File: config.mk
export PLATFORM = sky130hd
export DESIGN_NAME = bp_be_wb_arbiter
export DESIGN_NICKNAME = d
export VERILOG_FILES = /design/src/rtl/bp_be_wb_arbiter.sv
export SDC_FILE = /design/constraint.sdc
export NUM_CORES = 1
export LEC_CHECK = 0
export ABC_AREA = 0
export CAP_MARGIN = 20
export CORE_MARGIN = 1.5
export CORE_UTILIZATION = 44
export CTS_CLUSTER_SIZE = 12
export DETAILED_ROUTE_END_ITERATION = 8
export HOLD_SLACK_MARGIN = 0.12
export PLACE_DENSITY = 0.68
export SLEW_MARGIN = 20
export SYNTH_ARGS = -nofsm -noshare
export SYNTH_HDL_FRONTEND = slang
export SYNTH_SLANG_ARGS = --single-unit
File: constraint.sdc
create_clock -name clk_i -period 12.59 [get_ports clk_i]
set_input_delay 3.777 -clock clk_i [delete_from_list [all_inputs] [get_ports clk_i]]
set_output_delay 3.777 -clock clk_i [all_outputs]
set_load 0.01 [all_outputs]
File: src/rtl/bp_be_wb_arbiter.sv
// Writeback arbiter: merges two pipe completions and a queued long-latency
// result stream into at most two registered, collision-free regfile writes.
module bp_be_wb_arbiter #(
    parameter int data_width_p      = 64,
    parameter int reg_addr_width_gp = 5,
    parameter int tag_width_p       = 4,
    parameter int lq_els_p          = 4,
    parameter int zero_x0_p         = 1
) (
    input  logic                           clk_i,
    input  logic                           reset_n_i,
    input  logic                           flush_i,
    input  logic [1:0]                     pipe_v_i,
    input  logic [2*reg_addr_width_gp-1:0] pipe_addr_i,
    input  logic [2*data_width_p-1:0]      pipe_data_i,
    input  logic [2*tag_width_p-1:0]       pipe_tag_i,
    input  logic                           long_v_i,
    output logic                           long_ready_and_o,
    input  logic [reg_addr_width_gp-1:0]   long_addr_i,
    input  logic [data_width_p-1:0]        long_data_i,
    input  logic [tag_width_p-1:0]         long_tag_i,
    output logic [1:0]                     rd_w_v_o,
    output logic [2*reg_addr_width_gp-1:0] rd_addr_o,
    output logic [2*data_width_p-1:0]      rd_data_o,
    output logic [$clog2(lq_els_p+1)-1:0]  lq_count_o
);
    localparam int AW = reg_addr_width_gp;
    localparam int DW = data_width_p;
    localparam int TW = tag_width_p;
    localparam int PW = $clog2(lq_els_p);
    localparam int CW = $clog2(lq_els_p + 1);
    localparam logic ZX = (zero_x0_p != 0);

    // a is younger than b when (a - b) mod 2^TW lies in [1, 2^(TW-1))
    function automatic logic younger(input logic [TW-1:0] a, input logic [TW-1:0] b);
        logic [TW-1:0] d;
        logic [TW-1:0] half;
        d          = a - b;
        half       = '0;
        half[TW-1] = 1'b1;
        return (d != '0) && (d < half);
    endfunction

    logic [AW-1:0] lq_addr_q [lq_els_p];
    logic [DW-1:0] lq_data_q [lq_els_p];
    logic [TW-1:0] lq_tag_q  [lq_els_p];
    logic [PW-1:0] wptr_q, wptr_d, rptr_q, rptr_d;
    logic [CW-1:0] count_q, count_d;

    logic [1:0]          rd_w_v_q;
    logic [2*AW-1:0]     rd_addr_q;
    logic [2*DW-1:0]     rd_data_q;

    logic [AW-1:0] p_addr [2];
    logic [DW-1:0] p_data [2];
    logic [TW-1:0] p_tag  [2];
    logic [1:0]    p_v;

    logic [AW-1:0] h_addr;
    logic [DW-1:0] h_data;
    logic [TW-1:0] h_tag;
    logic          head_ok, head_grant, enq, sel;

    logic [1:0]    iss_v;
    logic [AW-1:0] iss_addr [2];
    logic [DW-1:0] iss_data [2];

    always_comb begin
        for (int unsigned i = 0; i < 2; i++) begin
            p_addr[i] = pipe_addr_i[i*AW +: AW];
            p_data[i] = pipe_data_i[i*DW +: DW];
            p_tag[i]  = pipe_tag_i[i*TW +: TW];
            p_v[i]    = pipe_v_i[i] & ~(ZX & (pipe_addr_i[i*AW +: AW] == '0));
        end
    end

    assign h_addr  = lq_addr_q[rptr_q];
    assign h_data  = lq_data_q[rptr_q];
    assign h_tag   = lq_tag_q[rptr_q];
    // A head that would be granted during a flush is simply never offered.
    assign head_ok = (count_q != '0) & ~flush_i;

    always_comb begin
        iss_v       = '0;
        iss_addr[0] = '0;
        iss_addr[1] = '0;
        iss_data[0] = '0;
        iss_data[1] = '0;
        head_grant  = 1'b0;
        sel         = 1'b0;
        if (p_v == 2'b11) begin
            if (p_addr[0] == p_addr[1]) begin
                sel         = ~younger(p_tag[0], p_tag[1]);
                iss_v       = 2'b01;
                iss_addr[0] = p_addr[sel];
                iss_data[0] = p_data[sel];
            end else begin
                iss_v       = 2'b11;
                iss_addr[0] = p_addr[0];
                iss_data[0] = p_data[0];
                iss_addr[1] = p_addr[1];
                iss_data[1] = p_data[1];
            end
        end else if (p_v != 2'b00) begin
            sel         = p_v[1];
            iss_v       = 2'b01;
            iss_addr[0] = p_addr[sel];
            iss_data[0] = p_data[sel];
            if (head_ok) begin
                head_grant = 1'b1;
                if (h_addr != p_addr[sel]) begin
                    iss_v       = 2'b11;
                    iss_addr[1] = h_addr;
                    iss_data[1] = h_data;
                end else if (younger(h_tag, p_tag[sel])) begin
                    iss_addr[0] = h_addr;
                    iss_data[0] = h_data;
                end
            end
        end else if (head_ok) begin
            head_grant  = 1'b1;
            iss_v       = 2'b01;
            iss_addr[0] = h_addr;
            iss_data[0] = h_data;
        end
    end

    assign long_ready_and_o = (count_q != CW'(lq_els_p));
    assign enq = long_v_i & long_ready_and_o & ~flush_i & ~(ZX & (long_addr_i == '0));

    always_comb begin
        wptr_d  = wptr_q;
        rptr_d  = rptr_q;
        count_d = count_q;
        if (flush_i) begin
            wptr_d  = '0;
            rptr_d  = '0;
            count_d = '0;
        end else begin
            if (enq)        wptr_d = wptr_q + PW'(1);
            if (head_grant) rptr_d = rptr_q + PW'(1);
            count_d = count_q + CW'(enq) - CW'(head_grant);
        end
    end

    always_ff @(posedge clk_i) begin
        if (enq) begin
            lq_addr_q[wptr_q] <= long_addr_i;
            lq_data_q[wptr_q] <= long_data_i;
            lq_tag_q[wptr_q]  <= long_tag_i;
        end
    end

    always_ff @(posedge clk_i or negedge reset_n_i) begin
        if (!reset_n_i) begin
            wptr_q    <= '0;
            rptr_q    <= '0;
            count_q   <= '0;
            rd_w_v_q  <= '0;
            rd_addr_q <= '0;
            rd_data_q <= '0;
        end else begin
            wptr_q   <= wptr_d;
            rptr_q   <= rptr_d;
            count_q  <= count_d;
            rd_w_v_q <= iss_v;
            for (int unsigned i = 0; i < 2; i++) begin
                if (iss_v[i]) begin
                    rd_addr_q[i*AW +: AW] <= iss_addr[i];
                    rd_data_q[i*DW +: DW] <= iss_data[i];
                end
            end
        end
    end

    assign rd_w_v_o   = rd_w_v_q;
    assign rd_addr_o  = rd_addr_q;
    assign rd_data_o  = rd_data_q;
    assign lq_count_o = count_q;

endmodule

==> metrics.md <==
| Metric | Value |
|---|---|
| Hold_buf cts | 0 |
| CP Class | in -> reg |
| EDFF count, synth | 292 |
| Via count | about 16000 |
| Largest net degree at the start of global routing | 87 |
| DR pass1 iterations | 5 |
| Site row count | 80 |
| CTS Root Buffer Type | clkbuf_16 |
| Worst Hold Class | reg -> reg |
| Die width | about 220 µm |
| Tmin final | just under 9 ns |
| Reg clk slew, reported paths | approximately 0.060 ns |
| Rel. slew slack | 0.281 |
| Die area | about 50000 µm² |
| Buffers inserted by post-CTS timing repair | 0 |
| First-pass GRT wire length | around 100 mm |
| Max-slew violation count | 0 |
| Critical path capture point type | flop |
| Total GRT Usage | 0.262 |
| Clk pwr share | 0.273 |
| IO buf count | roughly 370 |
| Power Density | around 190 nW/µm² |
| Final Hold Viols | 0 |
| Core Box Area | 47600 µm² |
| Syn avg cell area | 13.0 µm² |
| Post-Syn Instances | around 1600 |
| Final Skew | around 0.020 ns |
| Layout cells sized above 1 | 0.128 |
| LEAKAGE | 9.76 nW |
| Crit-path max cell delay | 0.88 ns |
| Leading register cell type out of synthesis | edfxtp_1 |
| Drt wl/cell | approximately 25 µm |
| WP data arrival | between 9 and 10 ns |
| Detail Placement HPWL | approximately 40 mm |
| Least-Margin Pin Slew | 1.08 ns |
| # clock sinks | 439 |
| Flops & latches, synth | between 400 and 500 |
| Initial DRC count | roughly 1600 |
| Die Ht | 223 µm |
| Layout area overhead | 26.4% |
| Yosys cell types | 50 |
| Nets | approximately 2200 |
| Final WS setup | 3.77 ns |
| Sequential power share | 0.393 |
| Clk_lat worst skew | around 0.6 ns |
| Crit share post-route | 0.701 |
| Crit path cell chain | clkdlybuf4s50_1 > or4_4 > o21ai_4 > buf_4 > mux2_2 > ha_1 > inv_1 > fa_1 > inv_1 > a31oi_1 > or4b_4 > and2_4 > nor2_1 > o221ai_1 |
| Sw frac | 0.321 |
| Final core occ | 0.563 |
| H-tree depth | 2 |
| CTS tree | yes |
| Critical-path maximum fanout | slightly above 60 |
| Routed Antenna Nets | 0 |
| Yosys top cell area share | 0.413 |
| Design area | 26800 µm² |
| Initial antenna violation count | 12 |
| CP required | ~13 ns |
| Setup crit start kind | input pin |
| Post-DR vias/cell | 6.28 |
| Cell Area, Placed | 25300 µm² |
| Max Clk Rate | 0.113 GHz |
| Initial Utilization | 0.446 |
| Post-synthesis sequential area ratio | 0.586 |
| Setup WS pre-CTS | 3.29 ns |
| Grt ovf | 0 |
| Most used cell, CP | inv_1 |
| Crit-path slowest cell | and2_4 |
| Cell type with the largest total area after synthesis | edfxtp_1 |
| Layout Cells excl Fill | about 2600 |
| Remaining DRCs | 0 |
| Area contributors post-synth | edfxtp_1, dfrtp_1, mux4_2, mux2_2, nor2_1 |
| Sw power | roughly 1.6 mW |
| Final setup fails | 0 |
| Syn_nets | 1873 |
| Placed Instances | 2488 |
| Int Pwr | between 3 and 4 mW |
| Yosys warns | 0 |
| RSZ-0062 raised after global routing | no |
| Combinational power share | 0.335 |
| WL final | 65.3 mm |
| Post-synth design cell area | about 21000 µm² |
| CTS max path bufs | 3 |
| TritonCTS buffer count | 48 |
| Outcome | finished clean |
| Vias in the first global route | about 17000 |
| VDD IR max | 0.0000951 V |
| Post-CTS sizing | 0 |
| Gpl congestion | 0.826 |
| Top Ports | 369 |
| FFs w/ async S/R, synth | 0.335 |
| Maxcap violations | 0 |
| Setup TNS | 0 ns |
[critical path: cells and delay by family]
kind	cells	cell delay, ns
compound gates	3	0.48
fa+ha+maj	2	0.61
buf+inv	4	1.43
mux	1	0.42
simple gates	4	2.54
[metrics by stage]
stage | power [mW] | hold slack, ns
global route | 5.20 | 0.518
global placement | 3.61 | 0.495
detailed placement | 3.64 | 0.499
CTS | 5.01 | 0.516
floorplan | 2.87 | 0.491
finish | 4.99 | 0.509
[metal layers]
metal	GRT usage	share of wire	vias up
met5	0	0.0011	-
met3	0.0591	0.085	148
li1	-	-	7011
met2	0.436	0.49	869
met1	0.334	0.39	8190
met4	0.0966	0.028	10
[logic make-up (layout without fill, tap and decap cells)]
family,Yosys count,count (layout),synth area share
simple gates,376,376,0.0785
flops,439,439,0.586
fa+ha+maj,15,15,0.00989
other cells,0,7,0
compound gates,416,416,0.141
mux,206,206,0.144
buf+inv,164,494,0.0331
xor+xnor,17,17,0.00736
[cell usage in the layout, fill, tap and decap left out, types with 67 or more instances in the layout]
cell,count
clkdlybuf4s50_1,367
edfxtp_1,292
nor2_1,196
dfrtp_1,145
a21oi_1,124
nand2_1,75
mux4_2,73
and3_1,69
a221o_1,69
mux2i_1,67
[cell type report]
type,count,area [µm²]
inverter,15,56.3
sequential,439,12500
fill,3868,20800
clock buffer,68,1310
antenna,7,17.5
timing repair buffer,390,3870
tap,615,769
clock inverter,21,184
multi-input combinational,1030,8190
[cell usage after synthesis, types with 10 or more instances]
cell type	number
mux2_2	66
a221oi_1	61
nor2_1	197
edfxtp_1	292
mux2i_1	67
a22oi_1	66
o22ai_1	60
inv_1	15
xnor2_1	10
mux4_2	73
nand2_1	77
and3_1	70
buf_2	25
a21oi_1	124
ha_1	12
dfrtp_1	147
a221o_1	69
clkbuf_1	107
[final timing paths]
path / end / slack, ns / from / depth (start not counted)
max: rd_data_o[60]$_DFFE_PN0P_ / 3.77 / pipe_addr_i[6] / 14
min: rd_data_o[77]$_DFFE_PN0P_ / 0.51 / rd_data_o[77]$_DFFE_PN0P_ / 1
max reg2reg: rd_data_o[60]$_DFFE_PN0P_ / 7.52 / rptr_q[1]$_DFFE_PN0P_ / 10
min reg2reg: rd_data_o[77]$_DFFE_PN0P_ / 0.51 / rd_data_o[77]$_DFFE_PN0P_ / 1
max in group asynchronous: rptr_q[0]$_DFFE_PN0P_ / 7.61 / reset_n_i / 2
min in group asynchronous: rd_data_o[73]$_DFFE_PN0P_ / 3.25 / reset_n_i / 1
[power groups by stage]
stage / Combinational, mW / Sequential (mW) / Clock [mW]
floorplan: 0.862 / 2.01 / 0
global placement: 1.63 / 1.98 / 0
detailed placement: 1.66 / 1.98 / 0
CTS: 1.67 / 1.96 / 1.38
global route: 1.78 / 1.98 / 1.44
finish: 1.67 / 1.96 / 1.36
[registers in the layout (all words and copies together) (netlist names)]
| name | flops |
|---|---|
| lq_addr_q | 20 |
| lq_count_o | 3 |
| lq_data_q | 256 |
| lq_tag_q | 16 |
| rd_addr_o | 10 |
| rd_data_o | 128 |
| rd_w_v_o | 2 |
| rptr_q | 2 |
| wptr_q | 2 |
(Power assumes the default switching activity.)
